$ cat src/rtl/spi_cmd_pkg.sv
// spi_cmd_pkg: shared types and constants for the SPI command frame parser.
package spi_cmd_pkg;

   typedef enum logic [2:0] {
      IDLE,
      PAYLOAD,
      CHECK,
      COMMIT,
      DISCARD
   } state_e;

   localparam logic [1:0] LEN_1      = 2'b00;
   localparam logic [1:0] LEN_2      = 2'b01;
   localparam logic [1:0] LEN_STROBE = 2'b10;
   localparam logic [1:0] LEN_RSVD   = 2'b11;

   localparam int DATA_W_DEF = 16;
   localparam int ADDR_W_DEF = 6;

endpackage

$ cat src/rtl/spi_cmd_timeout.sv
// spi_cmd_timeout: loadable down-counter; expired pulses while enabled at zero with no reload.
module spi_cmd_timeout #(
   parameter int W = 16
) (
   input  logic         clk,
   input  logic         rst_n,
   input  logic         load,
   input  logic [W-1:0] load_val,
   input  logic         clr,
   input  logic         en,
   output logic         expired
);

   logic [W-1:0] cnt_q, cnt_d;

   always_comb begin
      cnt_d = load ? load_val :
              clr  ? '0 :
              (en && cnt_q != '0) ? cnt_q - W'(1) : cnt_q;
   end

   always_ff @(posedge clk or negedge rst_n) begin
      if (!rst_n) cnt_q <= '0;
      else        cnt_q <= cnt_d;
   end

   assign expired = en && !load && !clr && cnt_q == '0;

endmodule

$ cat src/rtl/spi_cmd_controller.sv
// spi_cmd_controller: turns SPI opcode/payload bytes into one config register write.
// Define SPI_CMD_CHECKSUM_EN to require a trailing XOR check byte on every frame.
module spi_cmd_controller
   import spi_cmd_pkg::*;
#(
   parameter int DATA_W         = DATA_W_DEF,
   parameter int ADDR_W         = ADDR_W_DEF,
   parameter int TIMEOUT_CYCLES = 65535
) (
   input  logic              clk,
   input  logic              rst_n,
   input  logic              spi_ss,
   input  logic [7:0]        byte_in,
   input  logic              byte_valid,
   output logic              cfg_valid,
   input  logic              cfg_ready,
   output logic [ADDR_W-1:0] cfg_addr,
   output logic [DATA_W-1:0] cfg_data,
   output logic              busy,
   output logic [7:0]        err_count
);

   localparam int TW = $clog2(TIMEOUT_CYCLES);

   // State that follows the final payload byte (or a strobe opcode).
`ifdef SPI_CMD_CHECKSUM_EN
   localparam state_e POST = CHECK;
`else
   localparam state_e POST = COMMIT;
`endif

   state_e            state_q, state_d;
   logic [ADDR_W-1:0] addr_q, addr_d;
   logic [DATA_W-1:0] data_q, data_d;
   logic [1:0]        rem_q, rem_d;
   logic [7:0]        err_q, err_d;
   logic              ovf_q, ovf_d;
   logic              err_inc, acc, timed, expired;
`ifdef SPI_CMD_CHECKSUM_EN
   logic [7:0]        chk_q, chk_d;
`endif

   assign acc   = byte_valid && !spi_ss;
   assign timed = state_q == PAYLOAD || state_q == CHECK;

   spi_cmd_timeout #(.W(TW)) u_timeout (
      .clk      (clk),
      .rst_n    (rst_n),
      .load     (acc),
      .load_val (TW'(TIMEOUT_CYCLES - 1)),
      .clr      (!timed),
      .en       (timed),
      .expired  (expired)
   );

   always_comb begin
      state_d = state_q;
      addr_d  = addr_q;
      data_d  = data_q;
      rem_d   = rem_q;
      ovf_d   = ovf_q;
      err_inc = 1'b0;
`ifdef SPI_CMD_CHECKSUM_EN
      chk_d   = chk_q;
`endif
      unique case (state_q)
         IDLE: if (acc) begin
            if (byte_in[7:6] == LEN_RSVD) begin
               err_inc = 1'b1;
               state_d = DISCARD;
            end else begin
               addr_d  = byte_in[ADDR_W-1:0];
               data_d  = '0;
               rem_d   = byte_in[7:6] == LEN_2 ? 2'd2 : 2'd1;
               state_d = byte_in[7:6] == LEN_STROBE ? POST : PAYLOAD;
            end
`ifdef SPI_CMD_CHECKSUM_EN
            chk_d = byte_in;
`endif
         end
         PAYLOAD: if (spi_ss) begin
            err_inc = 1'b1;
            state_d = IDLE;
         end else if (acc) begin
            data_d = {data_q[DATA_W-9:0], byte_in};
            rem_d  = rem_q - 2'd1;
            if (rem_q == 2'd1) state_d = POST;
`ifdef SPI_CMD_CHECKSUM_EN
            chk_d = chk_q ^ byte_in;
`endif
         end else if (expired) begin
            err_inc = 1'b1;
            state_d = DISCARD;
         end
`ifdef SPI_CMD_CHECKSUM_EN
         CHECK: if (spi_ss) begin
            err_inc = 1'b1;
            state_d = IDLE;
         end else if (acc) begin
            err_inc = byte_in != chk_q;
            state_d = byte_in == chk_q ? COMMIT : DISCARD;
         end else if (expired) begin
            err_inc = 1'b1;
            state_d = DISCARD;
         end
`else
         CHECK: state_d = IDLE;
`endif
         // A byte arriving while the write waits is lost; the rest of the frame is then junk.
         COMMIT: begin
            err_inc = acc;
            if (cfg_ready) begin
               state_d = (ovf_q || acc) ? DISCARD : IDLE;
               ovf_d   = 1'b0;
            end else if (acc) begin
               ovf_d = 1'b1;
            end
         end
         DISCARD: if (spi_ss) state_d = IDLE;
         default: state_d = IDLE;
      endcase
      err_d = (err_inc && err_q != 8'hFF) ? err_q + 8'd1 : err_q;
   end

   always_ff @(posedge clk or negedge rst_n) begin
      if (!rst_n) begin
         state_q <= IDLE;
         addr_q  <= '0;
         data_q  <= '0;
         rem_q   <= '0;
         err_q   <= '0;
         ovf_q   <= 1'b0;
      end else begin
         state_q <= state_d;
         addr_q  <= addr_d;
         data_q  <= data_d;
         rem_q   <= rem_d;
         err_q   <= err_d;
         ovf_q   <= ovf_d;
      end
   end

`ifdef SPI_CMD_CHECKSUM_EN
   always_ff @(posedge clk or negedge rst_n) begin
      if (!rst_n) chk_q <= '0;
      else        chk_q <= chk_d;
   end
`endif

   assign cfg_valid = state_q == COMMIT;
   assign cfg_addr  = addr_q;
   assign cfg_data  = data_q;
   assign busy      = state_q != IDLE;
   assign err_count = err_q;

endmodule
$ cat config.mk
export PLATFORM = sky130hd
export DESIGN_NAME = spi_cmd_controller
export DESIGN_NICKNAME = d
export VERILOG_FILES = /design/src/rtl/spi_cmd_pkg.sv /design/src/rtl/spi_cmd_timeout.sv /design/src/rtl/spi_cmd_controller.sv
export SDC_FILE = /design/constraint.sdc
export NUM_CORES = 1
export LEC_CHECK = 0
export BUFFER_PORTS_ARGS = -buffer_cell sky130_fd_sc_hd__buf_2
export CORE_MARGIN = 2
export CORE_UTILIZATION = 40
export CTS_CLUSTER_DIAMETER = 50
export DETAILED_ROUTE_END_ITERATION = 10
export HOLD_SLACK_MARGIN = 0.12
export PLACE_DENSITY = 0.59
export SKIP_CTS_REPAIR_TIMING = 1
export SKIP_LAST_GASP = 1
export SLEW_MARGIN = 20
export SYNTH_ARGS = -nofsm -noshare
export SYNTH_HDL_FRONTEND = slang
export SYNTH_SLANG_ARGS = --single-unit
$ cat constraint.sdc
create_clock -name clk -period 3.8 [get_ports clk]
set_clock_uncertainty 0.15 [all_clocks]
set_input_delay 0.76 -clock clk [delete_from_list [all_inputs] [get_ports clk]]
set_output_delay 0.76 -clock clk [all_outputs]
set_load 0.005 [all_outputs]
* Word level (Yosys, flattened, before mapping)
Cells that the tools add are included.
** Operators by class
- Reduce and logical (&&, ||, !) cells :: 20
- Eq/ne operators :: 18
- Add/sub/neg operators :: 3
- Muxes and demuxes :: 33
- Bitwise logic cells :: 1
** Operators by type and width (count)
- $mux 16 :: 7
- $pmux 16 s2 :: 1
- $mux 3 :: 9
- $logic_not 16->1 :: 1
- $reduce_bool 16->1 :: 1
- $sub 16x1->16 const B :: 1
- $mux 2 :: 6
- $pmux 3 s4 :: 1
- $ne 2x2->1 const B :: 5
- $reduce_and 5->1 :: 2
- $add 8x1->8 const B :: 1
- $ne 8x8->1 const B :: 1
- $mux 1 :: 7
- $eq 3x2->1 const B :: 2
- $logic_and 1x1->1 :: 6
- $eq 2x1->1 const B :: 2
- $eq 2x2->1 const B :: 2
- $ne 4x3->1 const B :: 1
- $ne 4x4->1 const B :: 1
- $pmux 2 s2 :: 1
- $reduce_bool 2->1 :: 2
- $eq 3x1->1 const B :: 1
- $eq 3x3->1 const B :: 1
- $logic_not 3->1 :: 1
- other kinds (10) :: 12
** Storage, ports and cells
- Word-level logic and storage cells :: 82
- Bits of input ports :: 13
- Register bits after elaboration :: 52
- Output and inout port bits :: 32

* Depth between registers and ports, before layout
Gate-level depths: netlist (run 1).
- Depth in word-level cells :: 11
- Gate-level depth with buffers :: 8

* Modules after synthesis
A second synthesis (run 1) with hierarchy kept.
** Unflattened totals
- Cells, all modules :: 296
- Area total of the unflattened synthesis :: 2808.9 sq um
** By module, submodules not included
- spi_cmd_controller :: cells each 172, instances 1, area each 1756.7 sq um
- spi_cmd_timeout :: cells each 124, instances 1, area each 1052.3 sq um

* Worst setup path after synthesis (run 1)
Ideal clock, no wire load.
- Path kind :: input to register
- Start point :: in spi_ss
- End point :: reg err_q[1] (netlist: err_count[1])
- Setup time :: 0.128 ns
- Stages :: 6
- Arrival :: 1.917 ns
- Setup slack :: 1.605 ns
- Buffers on the path :: 1
- Cell sequence :: nand2b_1 -> buf_4 -> o22ai_2 -> nor2_2 -> a21oi_1 -> mux2_1
** Between the ends
- Cells in the longest elaborated chain, start to end :: 11
- Elaborated cells between the ends (all ways) :: 12
** RTL lines
- from (decl) :: line spi_cmd_controller.sv:12 : input logic spi_ss,
- $logic_not 1->1 :: line spi_cmd_controller.sv:43 : assign acc = byte_valid && !spi_ss;
- $logic_and 1x1->1 :: line spi_cmd_controller.sv:43
- $logic_not 1->1 :: line spi_cmd_timeout.sv:27 : assign expired = en && !load && !clr && cnt_q == '0;
- $logic_and 1x1->1 (3 in series) :: line spi_cmd_timeout.sv:27
- $mux 1 :: line spi_cmd_controller.sv:91 : end else if (expired) begin
- $mux 1 :: line spi_cmd_controller.sv:84 : end else if (acc) begin
- $mux 1 :: line spi_cmd_controller.sv:81 : PAYLOAD: if (spi_ss) begin
- $pmux 1 s3 * :: line spi_cmd_controller.sv:66 : unique case (state_q)
- $logic_and 1x1->1 * :: line spi_cmd_controller.sv:122 : err_d = (err_inc && err_q != 8'hFF) ? err_q + 8'd1 : err_q;
- to (signal assigned) :: line spi_cmd_controller.sv:138 : err_q <= err_d;
- to (decl) :: line spi_cmd_controller.sv:36 : logic [7:0] err_q, err_d;
Mark *: on every way between the ends. The rest lies on a longest branch, timed or not.
A chain may end at the register's enable or synchronous reset.

* Worst setup path in the final report (run 1)
Ends and elaborated chain as after synthesis.

==> run_results.csv, run 1 <==
group,metric,value,unit
timing,tns,0,ns
timing,finalCritPeriodShare,67.47,%
route,m1WireLength,2651,µm
floorplanning,fp.dieH,84.04,µm
synth,ys_ff_latch,52,
synth,seq_area_frac_synth,50.78,%
power_and_ir_drop,power_switching,0.0006292,W
floorplanning,die_w,84.04,µm
power_and_ir_drop,power.internal,0.001084,W
power_and_ir_drop,power_density,579.4,nW/µm²
global_route,grt_pass1_wl,8949,µm
layout,mostFrequentLayoutCell,"dfrtp_1",
timing,worst_pin_slew,0.7852,ns
synth,synthFlopType,"dfrtp_1",
floorplanning,core,6277,µm²
timing,slew_headroom,47.65,%
synth,syn_area,2562,µm²
clock_network,insertion_delay,0.31,ns
layout,drive_gt1_share,24.83,%
route,wirelength,5374,µm
layout,layout.nets,314,
route,dr_wl_met2,2440,µm
floorplanning,die-area,7063,µm²
clock_network,cts_buffers,5,
power_and_ir_drop,seq_power_share,49.1,%
timing,hold_ws,0.3300,ns
route,via_per_inst,5.261,
setup_path,startpoint,"spi_ss",
clock_network,htree_levels,2,
layout,fin_cells,375,
placed_design,routabilityCongestion,0.8024,
synth,synth.avg_cell_area,10.13,µm²
clock_network,cts.clk_slew.worst_paths,0.11,ns
setup_path,cp-end-kind,"flip-flop",
global_route,grtUsageTotal,15.83,%
synth,yosysUniqueCellTypes,42,
setup_path,arrival,2.62,ns
global_route,grt-ovfl-total,0,
setup_path,r2r_start,"u_timeout.cnt_q[0]",
job,drv_cap,0,
power_and_ir_drop,switching_share,36.73,%
min_path,hp-start,"cfg_data[14]",
synth,async_reset_ff_share,100.0,%
synth,synth_edf_count,0,
placed_design,dp_cells,367,
route,post_drt_wl_per_cell,14.33,µm
layout,antenna_cells,0,
setup_path,critPathKind,"in2reg",
route,wl_met3,188,µm
synth,synth.top_cell.area_share,50.78,%
min_path,hp-class,"reg2reg",
clock_network,numClockSinks,52,
route,highest_layer,"met4",
placed_design,place_area,2863,µm²
run_status,outcome,"finished clean",
timing,fmax,390.0,MHz
layout,syn2layout_area_growth,15.38,%
clock_network,cts_tree,"yes",
power_and_ir_drop,p_total,0.001713,W
route,drt-initial-drc-count,107,
floorplanning,start_util,40.82,%
route,num_vias,1973,
route,dr.pass1.iters,4,
synth,yosysTopAreaCell,"dfrtp_1",
power_and_ir_drop,p_leak,1.315,nW
floorplanning,pin_count,45,
synth,syn-num-nets,270,
global_route,antenna_found_initial,0,
layout,fillers,628,
route,remaining_drc_errors,0,
global_route,grt_pass1_vias,1829,
setup_path,start_kind,"primary input",
clock_network,cts_buffer_depth,2,
global_route,grt_max_degree,35,
placed_design,dp_hpwl,3735,µm
synth,syn_inst,253,
setup_path,crit_required,3.86,ns
placed_design,portBuffers,44,
timing,finalSetupViolations,0,
route,route.antenna.remaining_nets,0,
layout,final_area,2957,µm²
timing,slew_violations,0,
synth,synthTopCellsByArea,"dfrtp_1 51%, nand2_1 6.3%, xor2_1 5.5%",
power_and_ir_drop,vdd_ir_drop_max,260.7,µV
timing,fin_crit,2.564,ns
power_and_ir_drop,p_clk_share,19.6,%
synth,ys.warnings.count,0,
clock_network,ctsRootBufferMaster,"clkbuf_8",
setup_path,critical_path_peak_fanout,21,
floorplanning,num_rows,29,
timing,hold_viol,0,
power_and_ir_drop,p_comb_share,31.2,%
layout,final_cell_mix,"52 x dfrtp_1, 44 x buf_2, 43 x nand2_1, 27 x o21ai_0, 16 x xor2_1",
timing,rsz0062_at_grt,"no",
## cell usage after synthesis, drive strengths merged, types with 5 or more instances
library cell and instances:
nor3 6, buf 5, xor2 16, mux2 7, nor2 7, clkbuf 6, inv 7, dfrtp 52
nand3 6, nand2b 5, o21ai 34, a21oi 6, nand2 43
## layout make-up
cell class / instances / area [µm²] / area share (%)
Clock buffer: 5 / 68.82 / 2.328
Multi-Input combinational cell: 183 / 1189 / 40.20
Timing Repair Buffer: 48 / 250.2 / 8.464
Inverter: 7 / 26.28 / 0.8887
Tap cell: 77 / 96.34 / 3.259
Sequential cell: 52 / 1301 / 44.01
Clock inverter: 3 / 25.02 / 0.8464
## registers in the layout (all words and copies together) (netlist names)
| register | flops |
|---|---|
| ovf_q | 1 |
| cfg_addr | 6 |
| rem_q | 2 |
| u_timeout.cnt_q | 16 |
| cfg_data | 16 |
| err_count | 8 |
| state_q | 3 |
## kinds of logic after synthesis
logic type | count (synthesis) | synth area share (%)
and+or+nand+nor | 94 | 19.82
AOI/OAI and AO/OA | 58 | 14.55
DFF | 52 | 50.78
xor gates and xnor gates | 20 | 6.836
buffers and inverters | 18 | 2.979
muxes | 7 | 3.076
adders and majority gates | 4 | 1.953
## critical path, cell delays in order
cell      delay (ns)
buf_2           0.13
nand2b_1        0.50
nor4_2          0.45
nor2_2          0.16
a21oi_1         0.26
mux2_1          0.35
## per-layer routing
metal  global-route usage (%)  up-vias
met4                    5.718        0
met3                    3.858       10
met5                        0        -
met2                    23.52       50
li1                         -      976
met1                    22.41      937
## power by group through the flow
stage	logic (W)	clock network (W)	registers, W
floorplan	0.000349	0	0.000830
global placement	0.000534	0	0.000848
detailed placement	0.000540	0	0.000853
CTS	0.000544	0.000350	0.000841
global route	0.000606	0.000372	0.000867
finish	0.000535	0.000336	0.000842
## through the flow
step / worst slack (ns) / utilization [%]
floorplan: 1.605 / -
global placement: 0.9457 / 45.60
detailed placement: 0.9012 / 45.60
CTS: 1.242 / 47.10
global route: 1.093 / 47.10
finish: 1.236 / 47.10
## path summary, 6_finish.rpt
path | to | slack [ns] | cells past startpoint
worst max-delay path | err_count[1] | 1.24 | 6
max in group asynchronous | u_timeout.cnt_q[12] | 2.37 | 2
min in group asynchronous | err_count[1] | 0.37 | 1
worst min register to register | cfg_data[14] | 0.33 | 2
worst max register to register | err_count[1] | 1.59 | 7
worst min-delay path | cfg_data[14] | 0.33 | 2
Note: power is estimated with default switching activity, not from simulation.
==> run 2, diff against run 1 <==
PLACE_DENSITY = 0.62   (was 0.59)
clock period = 2.3 ns   (was 3.8 ns; I/O delays follow)
==> run 2 against run 1 <==
Compared with the run above:
- utilization up 1.3 points
- cell area increased by 2.8%
- combinational power rose by 73%
- register-to-register slack got worse by 1.4 ns
- critical path type is now reg2reg
- critical endpoint unchanged
- largest power group unchanged
- highest routed layer unchanged
==> run_results.csv, run 2 (synthesized netlist as in run 1, its figures left out) <==
group,metric,value,unit
setup_path,arrival,2.18,ns
route,dr.pass1.iters,4,
power_and_ir_drop,vdd_ir_drop_max,381.4,µV
global_route,grt_pass1_vias,1817,
min_path,hold_depth,2,
global_route,grtUsageTotal,15.59,%
layout,syn2layout_area_growth,18.65,%
route,route.antenna.remaining_nets,0,
layout,final_area,3040,µm²
route,wirelength,5328,µm
floorplanning,fp.dieH,84.04,µm
timing,finalSetupViolations,0,
route,drt-initial-drc-count,82,
floorplanning,start_util,40.82,%
power_and_ir_drop,power_density,945.3,nW/µm²
timing,rsz0062_at_grt,"no",
timing,worst_pin_slew,0.5181,ns
min_path,hp-class,"in2reg",
timing,slew_headroom,65.46,%
clock_network,numClockSinks,52,
placed_design,dp_hpwl,3764,µm
clock_network,cts_tree,"yes",
timing,fin_crit,2.126,ns
clock_network,cts_buffers,5,
timing,tns,0,ns
timing,hold_viol,0,
global_route,grt_max_degree,33,
placed_design,place_area,2933,µm²
layout,layout.nets,321,
setup_path,cp-end-kind,"flip-flop",
placed_design,portBuffers,44,
route,num_vias,1985,
global_route,antenna_found_initial,0,
route,via_per_inst,5.196,
setup_path,critPathKind,"reg2reg",
route,remaining_drc_errors,0,
timing,finalCritPeriodShare,92.42,%
floorplanning,die-area,7063,µm²
setup_path,critical_path_peak_fanout,7,
timing,slew_violations,0,
setup_path,start_kind,"flip-flop",
setup_path,crit_required,2.35,ns
floorplanning,core,6277,µm²
clock_network,insertion_delay,0.31,ns
layout,drive_gt1_share,26.56,%
power_and_ir_drop,p_total,0.002874,W
setup_path,rr_worst_depth,7,
clock_network,cts.clk_slew.worst_paths,0.10,ns
route,post_drt_wl_per_cell,13.95,µm
layout,mostFrequentLayoutCell,"dfrtp_1",
floorplanning,pin_count,45,
placed_design,routabilityCongestion,0.8119,
timing,fmax,470.4,MHz
layout,final_cell_mix,"52 x dfrtp_1, 44 x buf_2, 43 x nand2_1, 27 x o21ai_0, 16 x xor2_1",
job,drv_cap,0,
floorplanning,die_w,84.04,µm
power_and_ir_drop,p_leak,1.359,nW
clock_network,cts_buffer_depth,2,
run_status,outcome,"finished clean",
global_route,grt_pass1_wl,8983,µm
clock_network,htree_levels,2,
layout,antenna_cells,0,
global_route,grt-ovfl-total,0,
clock_network,ctsRootBufferMaster,"clkbuf_8",
floorplanning,num_rows,29,
## run 2: report_power, final
part,switching (W),internal [W]
logic,0.000478,0.000450
clock network,0.000326,0.000223
registers,0.000242,0.00115
## run 2: path summary, 6_finish.rpt
check	startpoint	to	slack (ns)
worst max-delay path	u_timeout.cnt_q[0]	err_count[1]	0.17
worst min-delay path	cfg_ready	ovf_q	0.22
worst max register to register	u_timeout.cnt_q[0]	err_count[1]	0.17
worst min register to register	cfg_data[13]	cfg_data[13]	0.34
max in group asynchronous	rst_n	cfg_addr[2]	0.96
min in group asynchronous	rst_n	u_timeout.cnt_q[11]	0.50
## run 2: per-stage QoR
step | instances | utilization (%) | hold slack, ns | worst slack [ns]
6_report | 382 | 48.44 | 0.2182 | 0.1743
5_1_grt | 382 | 48.44 | 0.2112 | 0.03211
4_1_cts | 381 | 48.22 | -0.02138 | 0.1062
3_5_place_dp | 373 | 46.72 | 0.3158 | 0.1196
3_3_place_gp | 373 | 46.72 | 0.3061 | 0.1832
2_1_floorplan | 253 | - | 0.01441 | 0.3140
## run 2: layout make-up
cell class | count | area [µm²]
fillers | 619 | 3237
flip-flops and latches | 52 | 1301
multi-input cells | 183 | 1192
repair buffers | 55 | 330.3
well taps | 77 | 96.34
clock buffers | 5 | 68.82
inverters | 7 | 26.28
clock inverters | 3 | 25.02
## run 2: routing by layer
metal | vias up | GRT usage [%] | routed length (µm)
met4 | 0 | 4.839 | 56
met1 | 955 | 22.48 | 2690
met2 | 31 | 23.74 | 2430
met5 | - | 0 | 0
met3 | 4 | 2.967 | 151
li1 | 995 | - | -
## run 2: worst max-delay path: stages, from the launching register on
cell and delay (ns):
dfrtp_1 0.43, inv_1 0.09, ha_1 0.14, nor4b_2 0.23, nand4_1 0.18, nand3b_4 0.27
a21oi_2 0.21, mux2_1 0.33
==> run 3, diff against run 2 <==
PLACE_DENSITY = 0.59   (was 0.62)
clock period = 2.5 ns   (was 2.3 ns; I/O delays follow)
==> run 3 against run 2 <==
Compared with the run above:
- final cell count is the same
- total power decreased by 9.5%
- combinational power is 9.9% lower
- first-iteration DRC count down 11%
- cell area down 1.0%
- non-clock buffer count unchanged
- hold slack improved by 0.030 ns
- register-to-register slack improved by 0.17 ns
- via count down 2.8%
- fmax down 1.3%
==> run_results.csv, run 3 (synthesized netlist as in run 1, its figures left out) <==
group,metric,value,unit
power_and_ir_drop,vdd_ir_drop_max,419.2,µV
floorplanning,fp.dieH,84.04,µm
floorplanning,start_util,40.82,%
layout,final_cell_mix,"52 x dfrtp_1, 44 x buf_2, 43 x nand2_1, 27 x o21ai_0, 16 x xor2_1",
setup_path,start_kind,"flip-flop",
layout,antenna_cells,0,
route,post_drt_wl_per_cell,13.84,µm
clock_network,cts_buffers,5,
floorplanning,core,6277,µm²
timing,slew_headroom,71.88,%
layout,final_area,3009,µm²
floorplanning,die-area,7063,µm²
setup_path,critical_path_peak_fanout,7,
placed_design,dp_hpwl,3920,µm
global_route,grtUsageTotal,16.26,%
placed_design,place_area,2908,µm²
timing,tns,0,ns
min_path,hp-start,"cfg_ready",
timing,hold_viol,0,
timing,worst_pin_slew,0.4219,ns
clock_network,cts_buffer_depth,2,
placed_design,routabilityCongestion,0.8182,
clock_network,htree_levels,2,
power_and_ir_drop,power_density,863.9,nW/µm²
clock_network,insertion_delay,0.31,ns
setup_path,r2r_slack,0.35,ns
global_route,grt_pass1_wl,9287,µm
timing,slew_violations,0,
layout,fillers,605,
timing,fin_crit,2.154,ns
layout,post-route-util,47.94,%
global_route,grt_pass1_vias,1964,
setup_path,crit_required,2.55,ns
global_route,grt_max_degree,34,
power_and_ir_drop,p_leak,1.351,nW
layout,multiInputGateArea,1189,µm²
route,dr.pass1.iters,4,
floorplanning,num_rows,29,
layout,drive_gt1_share,26.23,%
route,num_vias,1930,
placed_design,dp_slack,0.2729,ns
clock_network,numClockSinks,52,
route,via_per_inst,5.052,
layout,seq_area,1301,µm²
route,wirelength,5285,µm
floorplanning,pin_count,45,
min_path,min_to,"ovf_q",
run_status,outcome,"finished clean",
timing,fmax,464.2,MHz
min_path,hold_depth,2,
setup_path,rr_endpoint,"err_count[1]",
timing,layout_setup_ws,0.3456,ns
global_route,grt-ovfl-total,0,
setup_path,cp-end-kind,"flip-flop",
clock_network,cts.clk_slew.worst_paths,0.10,ns
setup_path,rr_worst_depth,7,
setup_path,critPathKind,"reg2reg",
setup_path,arrival,2.20,ns
timing,finalCritPeriodShare,86.18,%
layout,mostFrequentLayoutCell,"dfrtp_1",
layout,syn2layout_area_growth,17.43,%
min_path,hp-class,"in2reg",
route,remaining_drc_errors,0,
route,route.antenna.remaining_nets,0,
clock_network,cts_tree,"yes",
clock_network,ctsRootBufferMaster,"clkbuf_8",
timing,finalSetupViolations,0,
timing,hold_ws,0.2477,ns
timing,rsz0062_at_grt,"no",
global_route,antenna_found_initial,0,
setup_path,r2r_start,"u_timeout.cnt_q[0]",
route,drt-initial-drc-count,73,
floorplanning,die_w,84.04,µm
placed_design,portBuffers,44,
layout,layout.nets,321,
job,drv_cap,0,
==> run 3: how the worst max path moves through the flow <==
stage                                   from      endpoint  slack [ns]  cells after the start
after CTS                 u_timeout.cnt_q[0]  err_count[1]        0.33                      7
after detailed placement              spi_ss  err_count[1]        0.27                      6
after floorplan           u_timeout.cnt_q[0]  err_count[1]        0.51                      7
after global routing      u_timeout.cnt_q[0]  err_count[1]        0.17                      7
final                     u_timeout.cnt_q[0]  err_count[1]        0.35                      7
after global placement                spi_ss  err_count[1]        0.36                      6
==> run 3: area by class of cell <==
class / count / share of cell area, %
sequential: 52 / 43.24
multi-input combinational: 183 / 39.50
timing repair buffer: 55 / 10.15
tap: 77 / 3.202
clock buffer: 5 / 2.287
inverter: 7 / 0.8732
clock inverter: 3 / 0.7484
==> run 3: stage by stage <==
| stage | std cells | total power (W) |
|---|---|---|
| final | 382 | 0.002600 |
| after global routing | 382 | 0.002815 |
| after CTS | 381 | 0.002646 |
| after detailed placement | 373 | 0.002140 |
| after global placement | 373 | 0.002126 |
| after floorplan | 253 | 0.001792 |
==> run 3: worst max-delay path, stage by stage, from the launching register on <==
cell      delay (ns)
dfrtp_1         0.42
inv_1           0.09
ha_1            0.13
nor4b_2         0.23
nand4_1         0.16
nand3b_4        0.26
a21oi_1         0.25
mux2_1          0.35
==> run 3: where the power goes <==
group | leakage, nW | internal (W) | switching [W] | total, W
Sequential | 0.661 | 0.00106 | 0.000213 | 0.00128
Clock | 0.0485 | 0.000201 | 0.000287 | 0.000488
Combinational | 0.642 | 0.000401 | 0.000435 | 0.000836
==> run 3: routing by layer <==
| metal | up-vias | global-route usage, % | wire length [µm] |
|---|---|---|---|
| met5 | - | 0 | 0 |
| met4 | 0 | 4.839 | 55 |
| met3 | 4 | 3.561 | 172 |
| met2 | 28 | 26.62 | 2563 |
| met1 | 907 | 21.59 | 2494 |
| li1 | 991 | - | - |
